**src/rtl/mem_arb_pkg.sv**
```systemverilog
// Shared types and default widths for the memory arbiter and anything that
// integrates or exercises it.
package mem_arb_pkg;

  localparam int unsigned MEM_ARB_ADDR_W = 32;
  localparam int unsigned MEM_ARB_DATA_W = 32;

  // Arbiter FSM: idle, or one transaction in flight for CPU or loader.
  typedef enum logic [1:0] {
    IDLE    = 2'd0,
    GRANT_C = 2'd1,
    GRANT_L = 2'd2
  } arb_state_t;

endpackage : mem_arb_pkg

```
**src/rtl/mem_arbiter.sv**
```systemverilog
// mem_arbiter: two-requester (CPU read/write, loader write) arbiter in front
// of a single memory port with wait states. Round-robin on ties, one
// transaction in flight, one-cycle done pulse per requester.
//
// Ports:
//   clk, rst_n              clock, asynchronous active-low reset
//   c_req/c_we/c_addr/c_wdata  CPU request (held until c_done)
//   c_rdata, c_done         CPU read data (valid with c_done) and done pulse
//   l_req/l_addr/l_wdata    loader write request (held until l_done)
//   l_done                  loader done pulse
//   m_req/m_we/m_addr/m_wdata  memory request, stable for the whole grant
//   m_rdata, m_ack          memory read data and completion
//   err                     sticky timeout flag
//
// Build option: define MEM_TIMEOUT_EN to abort a grant after TIMEOUT_CYC
// cycles without m_ack (CPU reads then return all-ones and err is set).
module mem_arbiter
  import mem_arb_pkg::*;
#(
  parameter int unsigned ADDR_W      = MEM_ARB_ADDR_W,
  parameter int unsigned DATA_W      = MEM_ARB_DATA_W,
  parameter int unsigned TIMEOUT_CYC = 16
) (
  input  logic              clk,
  input  logic              rst_n,
  input  logic              c_req,
  input  logic              c_we,
  input  logic [ADDR_W-1:0] c_addr,
  input  logic [DATA_W-1:0] c_wdata,
  output logic [DATA_W-1:0] c_rdata,
  output logic              c_done,
  input  logic              l_req,
  input  logic [ADDR_W-1:0] l_addr,
  input  logic [DATA_W-1:0] l_wdata,
  output logic              l_done,
  output logic              m_req,
  output logic              m_we,
  output logic [ADDR_W-1:0] m_addr,
  output logic [DATA_W-1:0] m_wdata,
  input  logic [DATA_W-1:0] m_rdata,
  input  logic              m_ack,
  output logic              err
);

  arb_state_t        r_state;
  arb_state_t        w_state_nxt;
  logic              r_last_l;   // 1: loader was granted last
  logic              r_we;
  logic [ADDR_W-1:0] r_addr;
  logic [DATA_W-1:0] r_wdata;
  logic [DATA_W-1:0] r_c_rdata;
  logic              r_c_done;
  logic              r_l_done;
  logic              w_c_elig;
  logic              w_l_elig;
  logic              w_grant_c;
  logic              w_grant_l;
  logic              w_finish;
  logic              w_tmo;

  assign m_req   = (r_state != IDLE);
  assign m_we    = r_we;
  assign m_addr  = r_addr;
  assign m_wdata = r_wdata;
  assign c_rdata = r_c_rdata;
  assign c_done  = r_c_done;
  assign l_done  = r_l_done;

  // Grant cycle timeout (abort path)
`ifdef MEM_TIMEOUT_EN
  localparam int unsigned CNT_W = $clog2(TIMEOUT_CYC + 1);

  logic [CNT_W-1:0] r_tmo_cnt;
  logic             r_err;

  assign w_tmo = (r_state != IDLE) && !m_ack &&
                 (r_tmo_cnt == CNT_W'(TIMEOUT_CYC - 1));
  assign err   = r_err;

  always_ff @(posedge clk or negedge rst_n) begin
    if (!rst_n) begin
      r_tmo_cnt <= '0;
      r_err     <= 1'b0;
    end else begin
      if (r_state == IDLE || w_finish) r_tmo_cnt <= '0;
      else                             r_tmo_cnt <= r_tmo_cnt + CNT_W'(1);
      if (w_tmo) r_err <= 1'b1;
    end
  end
`else
  // TIMEOUT_CYC has no effect in this build; grants wait for m_ack forever.
  localparam bit TMO_CFG_ZERO = (TIMEOUT_CYC == 0);

  assign w_tmo = 1'b0;
  assign err   = 1'b0 & TMO_CFG_ZERO;
`endif

  // State register
  always_ff @(posedge clk or negedge rst_n) begin
    if (!rst_n) r_state <= IDLE;
    else        r_state <= w_state_nxt;
  end

  // Next state: a requester whose done is pulsing this cycle is not eligible
  always_comb begin
    w_state_nxt = r_state;
    w_grant_c   = 1'b0;
    w_grant_l   = 1'b0;
    w_finish    = 1'b0;
    w_c_elig    = c_req && !r_c_done;
    w_l_elig    = l_req && !r_l_done;
    case (r_state)
      IDLE: begin
        if (w_c_elig && (!w_l_elig || r_last_l)) begin
          w_grant_c   = 1'b1;
          w_state_nxt = GRANT_C;
        end else if (w_l_elig) begin
          w_grant_l   = 1'b1;
          w_state_nxt = GRANT_L;
        end
      end
      GRANT_C, GRANT_L: begin
        if (m_ack || w_tmo) begin
          w_finish    = 1'b1;
          w_state_nxt = IDLE;
        end
      end
      default: w_state_nxt = IDLE;
    endcase
  end

  // Request capture, done pulses, CPU read data
  always_ff @(posedge clk or negedge rst_n) begin
    if (!rst_n) begin
      r_last_l  <= 1'b1;
      r_we      <= 1'b0;
      r_addr    <= '0;
      r_wdata   <= '0;
      r_c_rdata <= '0;
      r_c_done  <= 1'b0;
      r_l_done  <= 1'b0;
    end else begin
      r_c_done <= w_finish && (r_state == GRANT_C);
      r_l_done <= w_finish && (r_state == GRANT_L);
      if (w_grant_c) begin
        r_last_l <= 1'b0;
        r_we     <= c_we;
        r_addr   <= c_addr;
        r_wdata  <= c_wdata;
      end else if (w_grant_l) begin
        r_last_l <= 1'b1;
        r_we     <= 1'b1;
        r_addr   <= l_addr;
        r_wdata  <= l_wdata;
      end
      // An aborted read returns all-ones
      if (w_finish && (r_state == GRANT_C) && !r_we)
        r_c_rdata <= m_ack ? m_rdata : '1;
    end
  end

endmodule : mem_arbiter

```
**config.mk**
```make
export PLATFORM = sky130hd
export DESIGN_NAME = mem_arbiter
export DESIGN_NICKNAME = d
export VERILOG_FILES = /design/src/rtl/mem_arb_pkg.sv /design/src/rtl/mem_arbiter.sv
export SDC_FILE = /design/constraint.sdc
export NUM_CORES = 1
export LEC_CHECK = 0
export ABC_AREA = 1
export CORE_AREA = 2 2 116 118
export CTS_BUF_LIST = sky130_fd_sc_hd__clkbuf_4 sky130_fd_sc_hd__clkbuf_8
export DETAILED_ROUTE_END_ITERATION = 12
export DIE_AREA = 0 0 118 120
export GPL_TIMING_DRIVEN = 0
export PLACE_DENSITY = 0.81
export SKIP_CTS_REPAIR_TIMING = 1
export SLEW_MARGIN = 0
export SYNTH_ARGS = -nofsm -noshare
export SYNTH_HDL_FRONTEND = slang
export SYNTH_SLANG_ARGS = --single-unit
```
**constraint.sdc**
```tcl
create_clock -name clk -period 1.85 [get_ports clk]
set_clock_uncertainty 0.2 [all_clocks]
set_input_delay 0.4625 -clock clk [delete_from_list [all_inputs] [get_ports clk]]
set_output_delay 0.4625 -clock clk [all_outputs]
set_load 0.03 [all_outputs]
```
==> impl_results.md, run 1 <==
* Inserted Diodes at 0
* Num CTS Buffers at 9
* Clk slew on worst S/H paths at about 0.10 ns
* Final worst setup slack at -0.1824 ns
* CTS tree: done
* Post-synth top area cell: dfrtp_1
* CTS sink count at between 100 and 150
* # port buffers at 265
* Final Hold Viols at 0
* Largest net degree at the start of global routing at 60
* Yosys top cell area share at 0.4870
* Ys async rst share at 1.000
* H-tree depth at 3
* Die Span Y at roughly 120 um
* Commonest cells post-synth: nand2_1 (305), dfrtp_1 (101), nand3_1 (67), nand4_1 (64), inv_1 (42)
* Final Instance Area at 9050 um2
* Placed cells at 1124
* Worst-Margin Slew at around 0.60 ns
* Sequential cell area at 2554 um2
* Slack of the worst reg-to-reg path at 0.01 ns
* Core Rows at 42
* Slew headroom at 0.5997
* Sequential area share after synthesis at 0.4920
* Routed Antenna Nets at 0
* EDFF count, synth at 0
* Max Freq at a little under 0.5 GHz
* Multi-input logic area at between 2000 and 2500 um2
* Gr ovfl total at 0
* Maximum clock path buffer count at 2
* Synth top area cells: dfrtp_1 (49%), nand2_1 (22%), nand4_1 (7.7%)
* PD cells at 1608 nW/um2
* Fillers at 1026
* Cell Count, Final, Fillers Out at 1151
* Initial core utilization at 0.3998
* Post-Syn Area per Cell at 7.610 um2
* Number of nets in the layout at 1139
* CP Max Fanout at 5
* Failing checks: negative setup slack
* Die area at 14160 um2
* Critical Path Sink: m_req
* Core area at 12980 um2
* I/O pin count at 267
* Fin crit period at around 2.0 ns
* Global-route wire length before repair at 27630 um
* Hold Crit Class: reg2reg
* Routed len/inst at 16.14 um
* Gr usage total at 0.2442
* CTS Root Buffer Type: clkbuf_8
* Die width at 118 um
* Routed WL at 18580 um
* Warnings, synthesis at 0
* Vias in the first global route at 5544
* Status: finished, violations left
* Max cap viols at 0
* Worst reg2reg path depth at 11
* RSZ-0062 raised after global routing: true
* Worst Path Arrival at 1.37 ns
* Detail Placement HPWL at 13050 um
* Synthesized area at 5190 um2
* Routed vias at 5749
* Residual DRC count at 0
* Worst r2r dst: m_wdata[10]
* Post-Synthesis Cells at ~680
* Period utilization at 1.099
* Setup CP Type: reg2out
* Final hold slack at 0.2916 ns
* DP Area at between 8000 and 9000 um2
* Count leader, synth: nand2_1
* Crit path from: r_state[1]
* Max VDD drop at 0.0009198 V
* Vias/cell at 4.995
* Final setup viols at 2
* Leakage power at 5.555 nW
* Yosys cell types at 21
* TNS Setup at -0.1890 ns
* Layout cells sized above 1 at 0.1446
* Main synth FF type: dfrtp_1
* Setup crit start kind: register
* #FFs+latches synth at 102
* Final Util at 0.6972
* Worst EP required at about 1.2 ns
* DRT iter0 DRCs at 378
* RD Place Congestion at roughly 0.84
* R2R Path Start: r_state[1]
* Post-synth net total at 851
* CP Capture Type: primary output
* Slew Viols, Final at 0
* Initial DRT Pass Iterations at 4
* Area Growth Syn to Fin at 74.37%
* Clk_lat worst skew at 0.36 ns
* Initial antenna violation count at 0
## kinds of logic (layout without fill, tap and decap cells)
| kind of cell | Yosys count | after routing | share of synthesized area |
|---|---|---|---|
| AO/OA/AOI/OAI | 34 | 34 | 0.03424 |
| buffers and inverters | 101 | 394 | 0.09546 |
| adder cells (fa/ha/maj) | 3 | 3 | 0.007233 |
| flip-flops | 102 | 102 | 0.4920 |
| other | 1 | 1 | 0.0007225 |
| AND/OR/NAND/NOR | 441 | 441 | 0.3703 |
## placed cells by master, fill, tap and decap left out, drive strengths merged
cell             n
nand4           64
o21ai           32
nand3           69
clkbuf          24
dlygate4sd3      1
a21oi            2
nor2             2
clkdlybuf4s50  164
dfstp            1
clkinv           3
dlymetal6s2s    99
or2              1
buf             58
ha               3
clkinvlp         1
inv             43
bufinv           1
dfrtp          101
nand2          305
conb             1
## flip-flops by register name (all words and copies together), names as in the netlist
register and flops:
c_rdata 32, m_addr 32, m_wdata 32, r_state 2
c_done 1, l_done 1, m_we 1, r_last_l 1
## critical path, stage by stage (launching register included)
cell and delay, ns:
dfrtp_1 0.41, inv_2 0.07, ha_4 0.16, buf_6 0.12
inv_1 0.09, buf_6 0.15
## per-layer routing
layer,part of all wire,global-route usage,up-vias
met4,0.024,0.08735,0
met3,0.076,0.06939,30
met2,0.50,0.4190,220
met5,0,0,-
li1,-,-,2768
met1,0.40,0.2935,2731
## layout make-up
type                    count  share of cell area
repair buffers            277              0.3414
flip-flops and latches    102              0.2822
multi-input cells         479              0.2560
plain buffers              58             0.05530
well taps                 176             0.02433
inverters                  43             0.01783
clock buffers              11             0.01673
clock inverters             5            0.006221
## power by group
part / switching (mW) / total, mW / leakage [nW] / internal, mW
logic: 5.41 / 9.13 / 4.18 / 3.72
clock network: 0.790 / 1.49 / 0.106 / 0.701
registers: 0.601 / 3.93 / 1.27 / 3.33
total: 6.80 / 14.6 / 5.56 / 7.75
## metrics by stage
step | total power, mW | setup WS (ns)
finish | 14.55 | -0.1824
global route | 15.47 | -0.2244
CTS | 14.02 | -0.8165
detailed placement | 12.49 | -0.3984
global placement | 12.34 | -3.822
floorplan | 8.888 | 0.1262
## worst min path at each step
| stage | cells after the start | end | from | slack, ns |
|---|---|---|---|---|
| finish | 2 | c_rdata[10] | c_rdata[10] | 0.29 |
| global route | 2 | c_rdata[5] | c_rdata[5] | 0.32 |
| CTS | 1 | c_rdata[27] | rst_n | -0.12 |
| detailed placement | 2 | c_rdata[10] | c_rdata[10] | 0.28 |
| global placement | 2 | c_rdata[28] | c_rdata[28] | 0.27 |
| floorplan | 0 | c_done | rst_n | -0.03 |
(Power assumes the default switching activity.)
==> inputs of run 2 (changes only) <==
- CTS_CLUSTER_SIZE: default -> 40
==> results of run 2 <==
Same layout as run 1: the final DEF is identical, and so are final timing and power.
